## src/rtl/multicycle_ctrl_fsm.sv

```systemverilog
// Multi-cycle control unit for the single-issue CPU: sequences fetch/decode/exec/mem/wb/retire,
// waits on IM/DM ready with a timeout, and decodes operand/writeback selects from the latched word.
module multicycle_ctrl_fsm #(
  parameter int PC_W     = 10,
  parameter int DATA_W   = 32,
  parameter int CNT_W    = 64,
  parameter int IM_BASE  = 'h7F,
  parameter int WAIT_MAX = 15
) (
  input  logic              clock,
  input  logic              reset,
  input  logic              start,
  input  logic [PC_W-1:0]   PC,
  input  logic [DATA_W-1:0] ir,
  input  logic              im_ready,
  input  logic              dm_ready,
  input  logic [15:0]       total_ir,
  output logic [PC_W-1:0]   im_addr,
  output logic              im_en,
  output logic              dm_en,
  output logic              dm_we,
  output logic              reg_rd_en,
  output logic              alu_en,
  output logic              reg_wr_en,
  output logic              pc_inc,
  output logic              wb_sel,
  output logic [1:0]        imm_sel,
  output logic [1:0]        alu_src1,
  output logic [1:0]        alu_src2,
  output logic [DATA_W-1:0] ir_q,
  output logic [CNT_W-1:0]  ins_cnt,
  output logic              done,
  output logic              mem_timeout
);

  // state  | meaning
  // IDLE   | waiting for start
  // FETCH  | IM request outstanding, capture word on im_ready
  // DECODE | regfile read
  // EXEC   | ALU execute
  // MEM    | DM request outstanding (loads and stores only)
  // WB     | regfile write (skipped by stores, suppressed for NOP)
  // RETIRE | advance PC, count instruction
  // HALT   | done, held until reset
  typedef enum logic [2:0] {
    S_IDLE, S_FETCH, S_DECODE, S_EXEC, S_MEM, S_WB, S_RETIRE, S_HALT
  } state_t;

  localparam int WAIT_W = (WAIT_MAX < 1) ? 1 : $clog2(WAIT_MAX + 1);

  localparam logic [5:0] OP_LWI  = 6'b000010;
  localparam logic [5:0] OP_SWI  = 6'b001010;
  localparam logic [5:0] OP_MEM  = 6'b011100;
  localparam logic [5:0] OP_ALU1 = 6'b100000;
  localparam logic [5:0] OP_MOVI = 6'b100010;
  localparam logic [5:0] OP_ADDI = 6'b101000;
  localparam logic [5:0] OP_XORI = 6'b101011;
  localparam logic [5:0] OP_ORI  = 6'b101100;

  state_t             state, state_nxt;
  logic [WAIT_W-1:0]  wait_cnt;
  logic [CNT_W-1:0]   cnt_nxt;
  logic               wait_expired;
  logic               timeout_hit;

  logic [5:0] op;
  logic [4:0] sub5;
  logic [7:0] sub8;
  logic       is_lw, is_sw, is_shift, is_load, is_store, is_nop;

  assign op   = ir_q[30:25];
  assign sub5 = ir_q[4:0];
  assign sub8 = ir_q[7:0];

  assign is_lw    = (op == OP_MEM) && (sub8 == 8'h02);
  assign is_sw    = (op == OP_MEM) && (sub8 == 8'h0A);
  assign is_shift = (op == OP_ALU1) &&
                    ((sub5 == 5'b01000) || (sub5 == 5'b01001) || (sub5 == 5'b01011));
  assign is_load  = (op == OP_LWI) || is_lw;
  assign is_store = (op == OP_SWI) || is_sw;
  // NOP is SRLI with a zero shift amount
  assign is_nop   = (op == OP_ALU1) && (sub5 == 5'b01001) && (ir_q[14:10] == 5'd0);

  assign im_addr = PC + PC_W'(IM_BASE);
  assign wb_sel  = is_load;
  assign cnt_nxt = ins_cnt + CNT_W'(1);

  // Wait timer is a down-counter loaded on every state change; zero with no ready means expired.
  assign wait_expired = (WAIT_MAX != 0) && (wait_cnt == '0);

  always_comb begin
    imm_sel  = 2'd0;
    alu_src1 = 2'd0;
    alu_src2 = 2'd0;
    if (op == OP_ADDI) begin
      imm_sel = 2'd1;
    end else if ((op == OP_ORI) || (op == OP_XORI) || (op == OP_LWI) || (op == OP_SWI)) begin
      imm_sel = 2'd2;
    end else if (op == OP_MOVI) begin
      imm_sel  = 2'd3;
      alu_src1 = 2'd1;
      alu_src2 = 2'd1;
    end else if (is_shift || is_lw || is_sw) begin
      alu_src2 = 2'd1;
    end
  end

  always_comb begin
    state_nxt   = state;
    im_en       = 1'b0;
    dm_en       = 1'b0;
    dm_we       = 1'b0;
    reg_rd_en   = 1'b0;
    alu_en      = 1'b0;
    reg_wr_en   = 1'b0;
    pc_inc      = 1'b0;
    done        = 1'b0;
    timeout_hit = 1'b0;
    case (state)
      S_IDLE: begin
        if (start) state_nxt = S_FETCH;
      end
      S_FETCH: begin
        im_en = 1'b1;
        if (im_ready) begin
          state_nxt = (ir == '0) ? S_HALT : S_DECODE;
        end else if (wait_expired) begin
          timeout_hit = 1'b1;
          state_nxt   = S_HALT;
        end
      end
      S_DECODE: begin
        reg_rd_en = 1'b1;
        state_nxt = S_EXEC;
      end
      S_EXEC: begin
        alu_en    = 1'b1;
        state_nxt = (is_load || is_store) ? S_MEM : S_WB;
      end
      S_MEM: begin
        dm_en = 1'b1;
        dm_we = is_store;
        if (dm_ready) begin
          state_nxt = is_store ? S_RETIRE : S_WB;
        end else if (wait_expired) begin
          timeout_hit = 1'b1;
          state_nxt   = S_HALT;
        end
      end
      S_WB: begin
        reg_wr_en = !is_nop;
        state_nxt = S_RETIRE;
      end
      S_RETIRE: begin
        pc_inc = 1'b1;
        // total_ir of zero disables the count limit
        if ((total_ir != 16'd0) && (cnt_nxt == CNT_W'(total_ir))) state_nxt = S_HALT;
        else                                                      state_nxt = S_FETCH;
      end
      S_HALT: begin
        done = 1'b1;
      end
      default: state_nxt = S_IDLE;
    endcase
  end

  always_ff @(posedge clock) begin
    if (reset) begin
      state       <= S_IDLE;
      ir_q        <= '0;
      ins_cnt     <= '0;
      wait_cnt    <= '0;
      mem_timeout <= 1'b0;
    end else begin
      state <= state_nxt;
      if ((state == S_FETCH) && im_ready) ir_q <= ir;
      if (state == S_RETIRE) ins_cnt <= cnt_nxt;
      if (timeout_hit) mem_timeout <= 1'b1;
      if (state_nxt != state) wait_cnt <= WAIT_W'(WAIT_MAX);
      else if (wait_cnt != '0) wait_cnt <= wait_cnt - WAIT_W'(1);
    end
  end

endmodule
```

## config.mk

```make
export PLATFORM = sky130hd
export DESIGN_NAME = multicycle_ctrl_fsm
export DESIGN_NICKNAME = d
export VERILOG_FILES = /design/src/rtl/multicycle_ctrl_fsm.sv
export SDC_FILE = /design/constraint.sdc
export NUM_CORES = 1
export LEC_CHECK = 0
export BUFFER_PORTS_ARGS = -buffer_cell sky130_fd_sc_hd__buf_4
export CORE_ASPECT_RATIO = 1.1
export CORE_MARGIN = 4
export CORE_UTILIZATION = 40
export DETAILED_ROUTE_END_ITERATION = 8
export PLACE_DENSITY = 0.72
export SLEW_MARGIN = 20
export SYNTH_ARGS = -nofsm -noshare
export SYNTH_HDL_FRONTEND = slang
export SYNTH_SLANG_ARGS = --single-unit
```

## constraint.sdc

```tcl
create_clock -name clock -period 4.78 [get_ports clock]
set_clock_uncertainty 0.2 [all_clocks]
set_input_delay 0 -clock clock [delete_from_list [all_inputs] [get_ports clock]]
set_output_delay 0 -clock clock [all_outputs]
set_load 0.005 [all_outputs]
```

* After elaboration in Yosys (flattened, before gate mapping)
Index checks and enable logic that the tools add are counted.
** Storage, ports and cells
- Register bits :: 104
- Latch bits :: 0
- Memory bits (writable) :: 0
- Memory bits (read-only) :: 0
- Input bits :: 63
- Output and inout bits :: 122
- Logic and storage cells :: 88
- Memories :: 0
** Cells by class
- $add $sub $neg :: 3
- $mul :: 0
- Div/mod/pow operators :: 0
- Magnitude comparators :: 0
- Equality and inequality tests :: 22
- Shifts and indexed selects :: 0
- Multiplexer cells :: 33
- Bitwise logic cells :: 0
- Reduce and logical (&&, ||, !) cells :: 25
** Operator list (number)
- $add 64x1->64 const B :: 1
- $eq 64x16->1 :: 1
- $logic_not 32->1 :: 1
- $eq 6x6->1 const B :: 5
- $pmux 3 s7 :: 1
- $mux 1 :: 18
- $mux 3 :: 6
- $reduce_bool 16->1 :: 1
- $eq 5x4->1 const B :: 3
- $eq 3x3->1 const B :: 4
- $add 10x7->10 const B :: 1
- $logic_or 1x1->1 :: 10
- $mux 2 :: 5
- $eq 8x2->1 const B :: 1
- $eq 8x4->1 const B :: 1
- $mux 4 :: 2
- $logic_and 1x1->1 :: 7
- $eq 3x2->1 const B :: 2
- $eq 6x2->1 const B :: 1
- $eq 6x4->1 const B :: 1
- $eq 6x5->1 const B :: 1
- $logic_not 5->1 :: 1
- $logic_not 4->1 :: 1
- $reduce_bool 4->1 :: 1
- other kinds (7) :: 7

* Depth between registers and ports, before layout
- Depth after elaboration :: 10
- Gate-level depth with buffers :: 11
- Depth with buffers taken out :: 10

* Least setup slack after synthesis
No wires, ideal clock.
- Kind :: reg2reg
- From :: register ins_cnt[37]
- To :: register state[2]
- Library setup time :: 77 ps
- Data arrival time :: 2847 ps
- Data required time :: 4503 ps
- Setup slack :: 1656 ps
- Cell stages (with the launch flop) :: 11
- Buffers on the path :: 1
- Clock period less this slack :: 3124 ps
- Cells stage by stage :: dfxtp_1 -> clkbuf_1 -> nand4_1 -> nor4_1 -> nand4_1 -> or3_1 -> xnor2_1 -> or4_1 -> nor3_2 -> nand3_1 -> a41oi_2
** Between the ends
- Longest elaborated chain between the ends :: 5
** Ends and longest elaborated chain
- from (decl) :: RTL line 31 : output logic [CNT_W-1:0] ins_cnt,
- from (signal assigned) :: RTL line 177 : if (state == S_RETIRE) ins_cnt <= cnt_nxt;
- $add 64x1->64 :: RTL line 86 : assign cnt_nxt = ins_cnt + CNT_W'(1);
- $eq 64x16->1 :: RTL line 157 : if ((total_ir != 16'd0) && (cnt_nxt == CNT_W'(total_ir))) state_nxt = S_HALT;
- $logic_and 1x1->1 :: RTL line 157
- $mux 3 :: RTL line 157
- $pmux 3 s7 :: RTL line 119 : case (state)
- to (signal assigned) :: RTL line 175 : state <= state_nxt;
- to (decl) :: RTL line 60 : state_t state, state_nxt;
Every way passes these cells.
A chain may end at the register's enable or synchronous reset.

==> results.md <==
- Status: completed
- Cells after Synth: between 800 and 900
- Sequential Power Share: about two fifths
- Row count: 49
- Share of layout cells above drive strength 1: 21.1%
- Placed cells: between 1000 and 1500
- Slew Limit Fails: 0
- Largest net degree at the start of global routing: 75
- Die Ht: about 140 um
- Most frequent cells in the layout: 187 x buf_4, 120 x nand2_1, 111 x nor2_1
- RSZ-0062 raised after global routing: false
- Synthesized area: 6740 um^2
- Num CTS Buffers: 9
- Via count: between 7000 and 8000
- Peak supply drop: 0.175 mV
- Sw frac: between 30% and 40%
- Setup WS pre-CTS: between 1 and 1.5 ns
- DIE AREA: between 15000 and 20000 um^2
- Worst EP required: ~4.6 ns
- WL/cell: 18.6 um
- CTS tree: done
- Clk pin slew, worst setup/hold paths: ~0.08 ns
- DRT Pass-1 Iters: 5
- Startpoint Class: register
- Area leader, netlist: dfxtp_1
- Layout area overhead: 35.1%
- H-tree depth: 3
- Post-synth cell types: just under 70
- Setup-failing EPs final: 0
- CTS sink cnt: 104
- Clock Latency Late Sink: approximately 0.37 ns
- Worst Path Arrival: 4.00 ns
- Drt total wl: around 24000 um
- Crit share post-route: between 80% and 90%
- Number of synthesized flops with an enable pin: 0
- Slew HR: around 24%
- Slowest-stage cell, CP: a2111oi_0
- Core Util, Final: a little under three fifths
- Routability congestion estimate from global placement: roughly 0.95
- Core footprint: between 15000 and 20000 um^2
- Final Non-Filler Cells: 1309
- DR iter-0 viols: between 600 and 700
- Die width: around 130 um
- Design Power: around 2.5 mW
- Dpl hpwl: between 15000 and 20000 um
- Cell Pwr Density: 272 nW/um^2
- Vias per inst: ~5.7
- CP Class: reg2out
- Int Pwr: between 1.5 and 2 mW
- Combinational share of power: 27.2%
- Setup TNS: 0 ns
- IO Port Bufs: around 180
- Final Worst Setup Slack: just under 0.6 ns
- Post-synthesis sequential area ratio: a little under a third
- Final Hold Violating Endpoints: 0
- Synthesized area per cell: 7.54 um^2
- Seq cells post-synth: roughly 100
- Clk buf depth: 2
- Commonest non-fill, non-tap cell in the layout: buf_4
- Synthesis Warnings: 0
- Post-CTS resize count: 0
- Fin crit period: 4.20 ns
- Vias in the first global route: a little over 7000
- Initial antenna violation count: 0
- CP Max Fanout: 7
- Reported net switching power: 0.834 mW
- Gr usage total: 24.8%
- Tightest Pin Transition: about 1.1 ns
- Starting density of the core: between 40 and 50%
- Primary FF master, synth: dfxtp_1
- Static Leak: about 3.5 nW
- DRC violations left: 0
- Max incr delay on CP: ~0.59 ns
- Number of nets still failing antenna checks after routing: 0
- Critical-path cell list: ha_1, nand3_2, or3_4, nor4_4, mux2i_1, a2111oi_0, nand4_1, nor3_2, a31oi_1, nor3_2, buf_4
- Asr flop ratio synth: 0%
- Crit path top cell by count: nor3_2
- Hold WC Path Type: in2out
- Clk pwr share: 31.6%
- Setup crit end kind: output pin
- Number of I/O pins: approximately 190
- Remaining global-route overflow: 0
- Max-cap violations: 0
- Max frequency: between 200 and 250 MHz
- Clock root cell: clkbuf_16
- Share of the synthesized area in the top cell type: a little over 30%
- First-pass GRT wire length: 38400 um
- Total Nets Final: 1166
- Antenna cells: 0
- Ranking of synthesized cells by area: dfxtp_1 31%, xnor2_1 8.4%, nand2_1 6.7%, nor2_1 6.2%, xor2_1 6.1%
sequential cells by signal, summed over array words and instances, names as in the netlist:
signal,cells
wait_cnt,4
state,3
ins_cnt,64
ir_q,32
mem_timeout,1
worst max-delay path: cells and delay by family (launching register included):
| family | cells | cell delay [ns] |
|---|---|---|
| compound gates | 2 | 0.74 |
| flops | 1 | 0.49 |
| buf+inv | 1 | 0.15 |
| fa+ha+maj | 1 | 0.27 |
| mux | 1 | 0.15 |
| simple gates | 6 | 1.83 |
area by class of cell:
| cell class | instances | area [um^2] |
|---|---|---|
| Tap cell | 204 | 255 |
| Multi-Input combinational cell | 713 | 4310 |
| Fill cell | 1571 | 7330 |
| Sequential cell | 104 | 2080 |
| Clock buffer | 9 | 225 |
| Clock inverter | 7 | 93.8 |
| Inverter | 19 | 71.3 |
| Timing Repair Buffer | 253 | 2060 |
cells by family (layout without fill, tap and decap cells):
logic type / Yosys count / after routing / share of synthesized area [%]
simple gates: 471 / 471 / 37.2
buf+inv: 78 / 288 / 5.18
flops: 104 / 104 / 30.9
mux: 5 / 5 / 0.780
fa+ha+maj: 3 / 3 / 0.557
compound gates: 120 / 120 / 10.8
xor+xnor: 112 / 112 / 14.6
other cells: 1 / 2 / 0.0556
worst paths after layout:
| path | slack (ns) | to | from | cells after the start |
|---|---|---|---|---|
| worst max register to register | 1.07 | state[2] | ins_cnt[0] | 10 |
| worst max-delay path | 0.58 | done | ins_cnt[0] | 11 |
| worst min register to register | 0.27 | mem_timeout | mem_timeout | 2 |
| worst min-delay path | 0.06 | im_addr[9] | PC[9] | 3 |
power groups by stage:
stage | clock network [mW] | logic (mW) | registers, mW
6_report | 0.784 | 0.674 | 1.02
3_5_place_dp | 0 | 0.583 | 1.03
4_1_cts | 0.796 | 0.661 | 1.01
2_1_floorplan | 0 | 0.380 | 1.01
3_3_place_gp | 0 | 0.572 | 1.03
5_1_grt | 0.823 | 0.741 | 1.03
synth_stat cells, types with 3 or more instances:
cell type,count
nand2_1,120
o22ai_1,3
a211oi_1,5
and2_1,9
or4_1,5
nand2b_1,5
buf_4,6
xor2_1,47
clkbuf_1,30
ha_1,3
nand4_4,3
nor4_1,32
a311oi_1,3
and4_1,5
xnor2_1,65
mux2i_1,3
a2111oi_0,3
nand3_1,47
or3_1,10
a31oi_1,6
nor2_1,111
a21oi_1,56
and3_1,8
nand4_2,3
nand4_1,40
nand3b_1,4
nor3_2,5
o31ai_1,3
nor2b_1,4
buf_2,21
o21ai_0,22
nor4_4,5
inv_1,19
dfxtp_1,104
nor3_1,34
metal layers:
layer  vias up  GRT usage [%]  wire length [um]
met4         0           12.9              1050
met1      3468           30.7              9970
met2       360           41.3             11500
met3        79           5.15              1800
li1       3565              -                 -
met5         -              0                 0
repair_timing:
| item | 4_1_cts | 5_1_grt |
|---|---|---|
| buffers inserted | 0 | 0 |
| endpoints found under the hold margin | 35 | 0 |
| hold buffers | 66 | 0 |
metrics by stage:
| step | cell area, um^2 | hold slack, ns |
|---|---|---|
| 2_1_floorplan | 6740 | -0.156 |
| 3_3_place_gp | 8120 | 0.0584 |
| 3_5_place_dp | 8120 | 0.0664 |
| 4_1_cts | 9100 | 0.0666 |
| 5_1_grt | 9100 | 0.0814 |
| 6_report | 9100 | 0.0638 |
Note: power is estimated with default switching activity, not from simulation.
